<file path="config.mk">
export PLATFORM = sky130hd
export DESIGN_NAME = pdp11_instr_encoder
export DESIGN_NICKNAME = d
export VERILOG_FILES = /design/src/rtl/pdp11_instr_encoder.sv
export SDC_FILE = /design/constraint.sdc
export NUM_CORES = 1
export LEC_CHECK = 0
export CORE_MARGIN = 8
export CORE_UTILIZATION = 53
export DETAILED_ROUTE_END_ITERATION = 10
export PLACE_DENSITY = 0.8
export REMOVE_ABC_BUFFERS = 1
export SYNTH_ARGS = -nofsm -noshare
export SYNTH_HDL_FRONTEND = slang
export SYNTH_SLANG_ARGS = --single-unit
</file>
<file path="constraint.sdc">
create_clock -name clk -period 6.39 [get_ports clk]
set_clock_uncertainty 0.2 [all_clocks]
set_input_delay 1.917 -clock clk [delete_from_list [all_inputs] [get_ports clk]]
set_output_delay 1.917 -clock clk [all_outputs]
set_load 0.01 [all_outputs]
</file>
<file path="src/rtl/pdp11_instr_encoder.sv">
// PDP-11 instruction encoder: turns one symbolic instruction (mnemonic code plus
// addressing fields and extension values) into 1-3 machine words, streamed over
// valid/ready in the order instruction word, source extension, destination extension.
//
// Mnemonic codes (MNEM_W bits):
//   0-9   MOV,MOVB,CMP,CMPB,BIT,BITB,BIC,BICB,BIS,BISB   10 ADD   11 SUB
//   12-26 BR,BNE,BEQ,BGE,BLT,BGT,BLE,BPL,BMI,BHI,BLOS,BVC,BVS,BCC,BCS
//   27 JMP  28 JSR
//   29-52 CLR,CLRB,COM,COMB,INC,INCB,DEC,DECB,NEG,NEGB,ADC,ADCB,SBC,SBCB,
//         TST,TSTB,ROR,RORB,ROL,ROLB,ASR,ASRB,ASL,ASLB
//   53 RTS  54 SWAB  55 HALT  56 NOP  57-64 CLC,CLV,CLZ,CLN,SEC,SEV,SEZ,SEN
//
// Optional build macro PDP11_ENC_TRACE_EN: logs every emitted word and every
// rejected request to the simulation transcript; ports and timing unchanged.
module pdp11_instr_encoder #(
  parameter int MNEM_W        = 7,
  parameter int ALLOW_JMP_REG = 0
) (
  input  logic              clk,
  input  logic              reset,
  input  logic              req_valid,
  output logic              req_ready,
  input  logic [MNEM_W-1:0] mnem,
  input  logic [2:0]        src_mode,
  input  logic [2:0]        src_reg,
  input  logic [2:0]        dst_mode,
  input  logic [2:0]        dst_reg,
  input  logic [7:0]        br_ofst,
  input  logic [15:0]       src_ext,
  input  logic [15:0]       dst_ext,
  output logic              word_valid,
  input  logic              word_ready,
  output logic [15:0]       word,
  output logic              word_last,
  output logic              err
);

  typedef enum logic [1:0] {
    S_IDLE    = 2'd0,
    S_INSTR   = 2'd1,
    S_SRC_EXT = 2'd2,
    S_DST_EXT = 2'd3
  } state_t;

  // An operand carries an extension word for index/deferred-index modes and
  // for immediate/absolute (autoincrement through PC).
  function automatic logic need_ext(input logic [2:0] mode, input logic [2:0] rn);
    return (mode == 3'd6) || (mode == 3'd7) ||
           (((mode == 3'd2) || (mode == 3'd3)) && (rn == 3'd7));
  endfunction

  state_t      state_r, state_nxt_s;
  logic        req_ready_r, req_ready_nxt_s;
  logic        word_valid_r, word_valid_nxt_s;
  logic [15:0] word_r, word_nxt_s;
  logic        word_last_r, word_last_nxt_s;
  logic        err_r, err_nxt_s;
  logic [15:0] src_ext_r, src_ext_nxt_s;
  logic [15:0] dst_ext_r, dst_ext_nxt_s;
  logic        need_src_r, need_src_nxt_s;
  logic        need_dst_r, need_dst_nxt_s;

  logic [6:0]  m_s;
  logic [5:0]  sop_k_s;
  logic [5:0]  ss_s, dd_s;
  logic [15:0] instr_s;
  logic [15:0] br_base_s;
  logic        is_dop_s, has_dst_s, illegal_s;
  logic        need_src_s, need_dst_s;

  assign m_s     = mnem[6:0];
  assign sop_k_s = 6'(m_s - 7'd29);
  assign ss_s    = {src_mode, src_reg};
  assign dd_s    = {dst_mode, dst_reg};

  // Mnemonic decode: instruction word, operand classes and legality.
  always_comb begin
    instr_s   = 16'd0;
    br_base_s = 16'd0;
    is_dop_s  = 1'b0;
    has_dst_s = 1'b0;
    illegal_s = 1'b0;
    if (mnem > MNEM_W'(64)) begin
      illegal_s = 1'b1;
    end else if (m_s <= 7'd9) begin
      instr_s   = {m_s[0], 3'(m_s[3:1] + 3'd1), ss_s, dd_s};
      is_dop_s  = 1'b1;
      has_dst_s = 1'b1;
    end else if (m_s <= 7'd11) begin
      instr_s   = {m_s[0], 3'd6, ss_s, dd_s};
      is_dop_s  = 1'b1;
      has_dst_s = 1'b1;
    end else if (m_s <= 7'd26) begin
      case (m_s)
        7'd12:   br_base_s = 16'o000400;
        7'd13:   br_base_s = 16'o001000;
        7'd14:   br_base_s = 16'o001400;
        7'd15:   br_base_s = 16'o002000;
        7'd16:   br_base_s = 16'o002400;
        7'd17:   br_base_s = 16'o003000;
        7'd18:   br_base_s = 16'o003400;
        7'd19:   br_base_s = 16'o100000;
        7'd20:   br_base_s = 16'o100400;
        7'd21:   br_base_s = 16'o101000;
        7'd22:   br_base_s = 16'o101400;
        7'd23:   br_base_s = 16'o102000;
        7'd24:   br_base_s = 16'o102400;
        7'd25:   br_base_s = 16'o103000;
        7'd26:   br_base_s = 16'o103400;
        default: br_base_s = 16'd0;
      endcase
      instr_s = br_base_s | {8'd0, br_ofst};
    end else if (m_s == 7'd27) begin
      instr_s   = 16'o000100 | {10'd0, dd_s};
      has_dst_s = 1'b1;
      illegal_s = (dst_mode == 3'd0) && (ALLOW_JMP_REG == 0);
    end else if (m_s == 7'd28) begin
      instr_s   = 16'o004000 | {7'd0, src_reg, dd_s};
      has_dst_s = 1'b1;
      illegal_s = (dst_mode == 3'd0) && (ALLOW_JMP_REG == 0);
    end else if (m_s <= 7'd52) begin
      instr_s   = (16'o005000 + {5'd0, sop_k_s[5:1], 6'd0}) | {sop_k_s[0], 9'd0, dd_s};
      has_dst_s = 1'b1;
    end else begin
      case (m_s)
        7'd53: instr_s = 16'o000200 | {13'd0, dst_reg};
        7'd54: begin
          instr_s   = 16'o000300 | {10'd0, dd_s};
          has_dst_s = 1'b1;
        end
        7'd55:   instr_s = 16'o000000;
        7'd56:   instr_s = 16'o000240;
        7'd57:   instr_s = 16'o000241;
        7'd58:   instr_s = 16'o000242;
        7'd59:   instr_s = 16'o000244;
        7'd60:   instr_s = 16'o000250;
        7'd61:   instr_s = 16'o000261;
        7'd62:   instr_s = 16'o000262;
        7'd63:   instr_s = 16'o000264;
        7'd64:   instr_s = 16'o000270;
        default: instr_s = 16'd0;
      endcase
    end
  end

  assign need_src_s = is_dop_s && need_ext(src_mode, src_reg);
  assign need_dst_s = has_dst_s && need_ext(dst_mode, dst_reg);

  // Next-state and next-output logic; outputs are registered so they hold during stalls.
  always_comb begin
    state_nxt_s      = state_r;
    req_ready_nxt_s  = req_ready_r;
    word_valid_nxt_s = word_valid_r;
    word_nxt_s       = word_r;
    word_last_nxt_s  = word_last_r;
    err_nxt_s        = 1'b0;
    src_ext_nxt_s    = src_ext_r;
    dst_ext_nxt_s    = dst_ext_r;
    need_src_nxt_s   = need_src_r;
    need_dst_nxt_s   = need_dst_r;
    case (state_r)
      S_IDLE: begin
        if (req_valid && req_ready_r) begin
          if (illegal_s) begin
            err_nxt_s = 1'b1;
          end else begin
            state_nxt_s      = S_INSTR;
            req_ready_nxt_s  = 1'b0;
            word_valid_nxt_s = 1'b1;
            word_nxt_s       = instr_s;
            word_last_nxt_s  = !need_src_s && !need_dst_s;
            src_ext_nxt_s    = src_ext;
            dst_ext_nxt_s    = dst_ext;
            need_src_nxt_s   = need_src_s;
            need_dst_nxt_s   = need_dst_s;
          end
        end else begin
          state_nxt_s = S_IDLE;
        end
      end
      S_INSTR, S_SRC_EXT: begin
        if (word_valid_r && word_ready) begin
          if ((state_r == S_INSTR) && need_src_r) begin
            state_nxt_s     = S_SRC_EXT;
            word_nxt_s      = src_ext_r;
            word_last_nxt_s = !need_dst_r;
          end else if (need_dst_r) begin
            state_nxt_s     = S_DST_EXT;
            word_nxt_s      = dst_ext_r;
            word_last_nxt_s = 1'b1;
          end else begin
            state_nxt_s      = S_IDLE;
            req_ready_nxt_s  = 1'b1;
            word_valid_nxt_s = 1'b0;
            word_nxt_s       = 16'd0;
            word_last_nxt_s  = 1'b0;
          end
        end else begin
          state_nxt_s = state_r;
        end
      end
      S_DST_EXT: begin
        if (word_valid_r && word_ready) begin
          state_nxt_s      = S_IDLE;
          req_ready_nxt_s  = 1'b1;
          word_valid_nxt_s = 1'b0;
          word_nxt_s       = 16'd0;
          word_last_nxt_s  = 1'b0;
        end else begin
          state_nxt_s = S_DST_EXT;
        end
      end
      default: begin
        state_nxt_s      = S_IDLE;
        req_ready_nxt_s  = 1'b1;
        word_valid_nxt_s = 1'b0;
        word_nxt_s       = 16'd0;
        word_last_nxt_s  = 1'b0;
      end
    endcase
  end

  // State and output registers; reset abandons any instruction in flight.
  always_ff @(posedge clk) begin
    if (reset) begin
      state_r      <= S_IDLE;
      req_ready_r  <= 1'b1;
      word_valid_r <= 1'b0;
      word_r       <= 16'd0;
      word_last_r  <= 1'b0;
      err_r        <= 1'b0;
      src_ext_r    <= 16'd0;
      dst_ext_r    <= 16'd0;
      need_src_r   <= 1'b0;
      need_dst_r   <= 1'b0;
    end else begin
      state_r      <= state_nxt_s;
      req_ready_r  <= req_ready_nxt_s;
      word_valid_r <= word_valid_nxt_s;
      word_r       <= word_nxt_s;
      word_last_r  <= word_last_nxt_s;
      err_r        <= err_nxt_s;
      src_ext_r    <= src_ext_nxt_s;
      dst_ext_r    <= dst_ext_nxt_s;
      need_src_r   <= need_src_nxt_s;
      need_dst_r   <= need_dst_nxt_s;
    end
  end

  assign req_ready  = req_ready_r;
  assign word_valid = word_valid_r;
  assign word       = word_r;
  assign word_last  = word_last_r;
  assign err        = err_r;

`ifdef PDP11_ENC_TRACE_EN
  logic [MNEM_W-1:0] trace_mnem_r;
  logic [1:0]        trace_idx_s;

  // Position of the word currently on the bus within its instruction.
  always_comb begin
    case (state_r)
      S_SRC_EXT: trace_idx_s = 2'd1;
      S_DST_EXT: trace_idx_s = need_src_r ? 2'd2 : 2'd1;
      default:   trace_idx_s = 2'd0;
    endcase
  end

  // Trace log of emitted words and rejected requests.
  always_ff @(posedge clk) begin
    if (reset) begin
      trace_mnem_r <= '0;
    end else begin
      if (req_valid && req_ready_r) begin
        trace_mnem_r <= mnem;
      end else begin
        trace_mnem_r <= trace_mnem_r;
      end
      if (word_valid_r && word_ready) begin
        $display("ENC %0d w%0d %06o", trace_mnem_r, trace_idx_s, word_r);
      end
      if (err_r) begin
        $display("ENC ILLEGAL %0d", trace_mnem_r);
      end
    end
  end
`endif

endmodule

</file>
==> results of run 1 <==
-- per-layer routing --
layer  global-route usage, %  share of wire, %  up-vias
li1                        -                 -     1825
met1                   30.40                45     1786
met2                   35.21                46      155
met3                   3.974               6.9       16
met4                   6.115               1.4        0
met5                       0                 0        -
-- registers in the layout, indices dropped and copies added, names as in the netlist --
register and count:
dst_ext_r 16, src_ext_r 16, word 16, state_r 2
err 1, need_dst_r 1, need_src_r 1, req_ready 1
word_last 1, word_valid 1
-- cell families after synthesis --
family,after synthesis,share of synthesized area [%]
and+or+nand+nor,203,26.42
xor gates and xnor gates,6,1.484
adders and majority gates,18,6.358
buffers and inverters,47,5.793
AOI/OAI and AO/OA,146,27.13
muxes,4,1.166
DFF,56,31.65
-- critical path: stages --
cell             delay [ns]
clkdlybuf4s50_1        0.88
inv_1                  0.22
ha_1                   0.26
a21boi_0               0.15
a2111oi_2              0.53
or3_1                  0.28
nor2b_1                0.42
a221oi_1               0.15
a211oi_1               0.30
-- cell usage after synthesis (7+ instances only) --
cell / number
a21oi_1: 63
nor2_1: 36
buf_2: 8
dfxtp_1: 56
a311oi_1: 9
a211oi_1: 9
nor3_1: 7
o21ai_0: 14
inv_1: 13
ha_1: 18
clkbuf_1: 18
nand2_1: 100
nand3_1: 22
-- cell type report --
cell class                      count  area (um^2)  share of cell area, %
Sequential cell                    56         1121                  25.13
Multi-Input combinational cell    377         2216                  49.68
Inverter                           14        52.55                  1.178
Clock buffer                        5        68.82                  1.543
Clock inverter                      2        60.06                  1.346
Tap cell                           77        96.34                  2.160
Timing Repair Buffer               86        845.8                  18.96
-- power by group through the flow --
stage / combinational [uW] / sequential, uW / clock (uW)
3_5_place_dp: 450 / 461 / 0
6_report: 452 / 455 / 273
5_1_grt: 497 / 463 / 289
4_1_cts: 452 / 455 / 275
2_1_floorplan: 221 / 473 / 0
3_3_place_gp: 444 / 460 / 0
-- metrics by stage --
| step | setup slack (ns) | util, % |
|---|---|---|
| after detailed placement | 0.9922 | 67.45 |
| after CTS | 1.321 | 69.45 |
| after floorplan | 1.922 | - |
| after global routing | 0.9291 | 69.45 |
| after global placement | 1.127 | 67.45 |
| final | 1.267 | 69.45 |
-- how the worst max path moves through the flow --
stage / from / endpoint / slack, ns / depth (start not counted)
after detailed placement: mnem[2] / word[6] / 0.99 / 9
after global placement: mnem[2] / word[3] / 1.13 / 10
after global routing: mnem[2] / word[6] / 0.93 / 9
after floorplan: mnem[1] / need_src_r / 1.92 / 8
final: mnem[2] / word[9] / 1.27 / 9
after CTS: mnem[2] / word[9] / 1.32 / 9
==> metrics, run 1 <==
CTS-repair resized insts=0; Final Setup Violations=0; chip height=97.75 um; crit path launch type=input port; root buffer cell=clkbuf_8; register bit count reported by yosys=56; crit end category=flip-flop; Crit Path Class=input port to flip-flop; ys flop type=dfxtp_1; GRT overflow=0; H-Tree Depth=2; CP required=6.39 ns; Synth Warn #=0; gr usage total=22.33%; Worst Path Arrival=5.13 ns; DRC=0; non-filler cells, final=617; CP Max Fanout=17; RSZ-0062 raised after global routing=no; Reg clk slew, reported paths=around 0.11 ns; vias in the first global route=3668; core box area=6422 um^2; first-pass GRT wire length=18200 um; clock tree buffer depth=2; Pwr Density=264.6 nW/um^2; initial DRC count=296; Worst-Skew Late Latency=0.31 ns; Vias per Instance=6.130; register area share after synthesis=31.65%; Tcrit/Tclk final=approximately 80%; TNS Setup=0 ns; clock network fraction of total power=23.1%; Hold WC Path Type=flip-flop to flip-flop; Synth Cell Area=3542 um^2; Port Buffers=82; reg2reg path depth=9; DIE WIDTH=97.75 um; Worst VDD drop=0.0001240 V; max-capacitance violation count=0; reg-to-reg slack, setup=3.08 ns; DP Cell Count=610; I/O pin total=83; area delta synth->final=25.93%; CTS tree=built; Synth area leaders=dfxtp_1, nand2_1, a21oi_1; routability cong.=0.9456; Slew @ Worst Pin=roughly 1.1 ns; initial antenna violation count=0; Row Count=29; Synth cell types=65; EDFF count, synth=0; Hold Path Origin=need_src_r; Ant. Diodes=0; initial core utilization=55.15%; total setup buffers inserted after CTS=0; hold slack=0.2588 ns; Hold Path Depth=2; Syn Area/Cell=7.379 um^2; Seq pwr share=38.6%; post-synth top area cell=dfxtp_1; ANT nets after route=0; CTS Sinks=56; Combinational Power Share=38.3%; post-DP HPWL=~8000 um; Routed wire per std cell=between 15 and 20 um; total power=1180 uW; Fin. Hold Viols=0; fmax=195.2 MHz; Worst slew margin=29.94%; leak pwr=0.001613 uW; pin count of the biggest net entering global routing=60; fin area=4461 um^2; die area=9555 um^2; internal power=778.1 uW; final slew viol count=0; top cell type's share of synthesized area=a little under a third; CTS Buf Count=5; dpl cell area=between 4000 and 5000 um^2; layout cells sized above 1=3.519%; P_sw=401.9 uW; post-synthesis cell count=480; most frequent cells in the layout=nand2_1, clkdlybuf4s50_1, a21oi_1; commonest non-fill, non-tap cell in the layout=nand2_1; minimum clock period=5.123 ns; via count=about 3800; status=finished clean; Critical R2R Launch=state_r[1]; Hold EP=need_src_r; Routed WL=between 10000 and 15000 um; Post-synth ARST share=0%; Post-CTS Hold Buffers=0; Nets=around 620; Sw Share=34.06%; Fillers=544; first-pass iteration count of the detailed router=5; r2r endpoint=word[10]
(Power assumes the default switching activity.)
==> inputs of run 2 (changes only) <==
--- a/config.mk
+++ b/config.mk
@@ -6,9 +6,9 @@
 export NUM_CORES = 1
 export LEC_CHECK = 0
 export CORE_MARGIN = 8
-export CORE_UTILIZATION = 53
+export CORE_UTILIZATION = 46
 export DETAILED_ROUTE_END_ITERATION = 10
-export PLACE_DENSITY = 0.8
+export PLACE_DENSITY = 0.74
 export REMOVE_ABC_BUFFERS = 1
 export SYNTH_ARGS = -nofsm -noshare
 export SYNTH_HDL_FRONTEND = slang
==> constraint.sdc (replaced) <==
create_clock -name clk -period 4.21 [get_ports clk]
set_clock_uncertainty 0.2 [all_clocks]
set_input_delay 1.263 -clock clk [delete_from_list [all_inputs] [get_ports clk]]
set_output_delay 1.263 -clock clk [all_outputs]
set_load 0.01 [all_outputs]
==> run 2 against run 1 <==
Net effect: cell count up 9.2%; count of clock-buffer cells in the layout unchanged; die area rose by 13%; first-iteration DRC count shrank 27%; non-clock buffer count rose by 31; sequential power increased by 52%; worst hold slack improved by 0.0020 ns; via count decreased by 0.66%; sequential share of layout area shrank 1.3 points.
==> metrics, run 2 (synthesized netlist as in run 1, its figures left out) <==
RSZ-0062 raised after global routing=no; worst slack, placed=-0.2118 ns (-1.204 ns); Row Count=32 (+10%); initial core utilization=46.56% (-8.6 points); CTS tree=built; Vias per Instance=5.574 (-9.1%); area delta synth->final=32.89%; Crit path max-delay family=compound AO/OA/AOI/OAI gates; initial DRC count=217 (-27%); die area=10760 um^2 (+13%); critical path, cell by cell=clkdlybuf4s50_1, inv_1, ha_1, a21boi_0, a2111oi_2, or3_1, nor2_2, a221oi_1, a211oi_1; Pwr Density=370.7 nW/um^2 (+40%); ANT nets after route=0 (unchanged); most frequent cells in the layout=nand2_1, clkdlybuf4s50_1, a21oi_1; initial antenna violation count=0 (unchanged); Routed wire per std cell=16.69 um (-5.5%); routability cong.=0.9487 (+0.33%); first-pass GRT wire length=18850 um (+3.6%); CTS Sinks=56 (unchanged); wire length on met1=5121 um (+3.8%); leak pwr=0.001746 uW (+8.2%); fmax=263.4 MHz; core box area=7607 um^2 (+18%); max-capacitance violation count=0 (unchanged); I/O pin total=83 (unchanged); reg2reg path depth=9 (unchanged); crit end category=flip-flop; routed length on met3=497 um (-34%); Critical R2R Launch=state_r[1]; max layer used=met4; Hold Path Origin=dst_ext_r[10]; CTS Buf Count=5 (unchanged); Ant. Diodes=0 (unchanged); DIE WIDTH=103.8 um (+6.1%); Crit Path Class=input port to flip-flop; Crit. Startpoint=mnem[1]; Met2 Wirelength=5514 um (+9.1%); multi-input logic area=2218 um^2 (+0.11%); CP peak stage delay=0.48 ns (-0.40 ns); Worst path slowest cell=clkdlybuf4s50_1; pin count of the biggest net entering global routing=60 (unchanged); post-DP HPWL=8703 um (+8.5%); commonest non-fill, non-tap cell in the layout=nand2_1; Reg area=1121 um^2 (unchanged); chip height=103.8 um (+6.1%); Routed WL=11250 um (+3.2%); Final Core Density=61.88% (-7.6 points); Fin. Hold Viols=0 (unchanged); CP required=4.23 ns (-2.16 ns); root buffer cell=clkbuf_8; final slew viol count=0 (unchanged); gr usage total=20.77% (-1.6 points); Final Setup Violations=0 (unchanged); GRT overflow=0 (unchanged); CP Max Fanout=13 (-4); minimum clock period=3.797 ns; Worst Path Arrival=3.82 ns (-1.31 ns); vias in the first global route=3773 (+2.9%); Hold WC Path Type=flip-flop to flip-flop; Worst VDD drop=0.0001935 V (+56%); Reg clk slew, reported paths=0.11 ns (about the same); Port Buffers=82 (unchanged); Nets=652 (+5.0%); H-Tree Depth=2 (unchanged); Fillers=719 (+32%); Bufs and invs on worst path=2 (unchanged); DRC=0 (unchanged); Levels on crit path=9 (unchanged); total power=1745 uW (+48%); Post-CTS Hold Buffers=0 (unchanged); Slew @ Worst Pin=1.093 ns (+0.04209 ns); crit path launch type=input port; Worst slew margin=27.14% (-2.8 points); Hold Path Depth=2 (unchanged); status=finished clean; Final Worst Setup Slack=0.4128 ns (-0.8539 ns); Tcrit/Tclk final=90.19%; first-pass iteration count of the detailed router=5 (unchanged); layout cells sized above 1=9.091% (+5.6 points); Worst-Skew Late Latency=0.32 ns (about the same); via count=3757 (-0.66%); clock tree buffer depth=2 (unchanged)
run 2: report_power, final:
group	internal [uW]	total (uW)	switching [uW]
clock network	123	318	196
registers	629	691	61.6
logic	362	736	374
total	1110	1740	631
run 2: layout make-up:
type | count | share of cell area [%]
well taps | 102 | 2.711
clock inverters | 3 | 0.5848
multi-input cells | 377 | 47.13
inverters | 14 | 1.116
repair buffers | 117 | 23.18
flip-flops and latches | 56 | 23.82
clock buffers | 5 | 1.462
run 2: worst min-delay path, stage by stage (launching register included):
cell,delay (ns)
dfxtp_1,0.32
nand2_1,0.05
a21oi_1,0.05
run 2: layer usage:
layer	up-vias	track usage, %
met4	0	5.584
met5	-	0
li1	1892	-
met3	10	2.850
met2	105	35.01
met1	1750	27.02
run 2: timing repair:
action                     4_1_cts  5_1_grt
setup endpoints to repair        0       12
buffers inserted                 0        0
gates resized for setup          0        1
run 2: worst paths after layout:
kind / to / slack (ns)
worst max-delay path: word[9] / 0.41
worst min-delay path: dst_ext_r[10] / 0.26
worst max register to register: word[10] / 1.30
worst min register to register: dst_ext_r[10] / 0.26
run 2: stage by stage:
stage                     hold WS [ns]  instances  setup TNS [ns]  cell area [um^2]
after global routing            0.2758        674               0              4707
after detailed placement        0.2471        666          -2.039              4608
after floorplan                 0.2212        447               0              3390
after global placement          0.2357        666         -0.8150              4608
after CTS                       0.2630        674               0              4705
final                           0.2608        674               0              4707
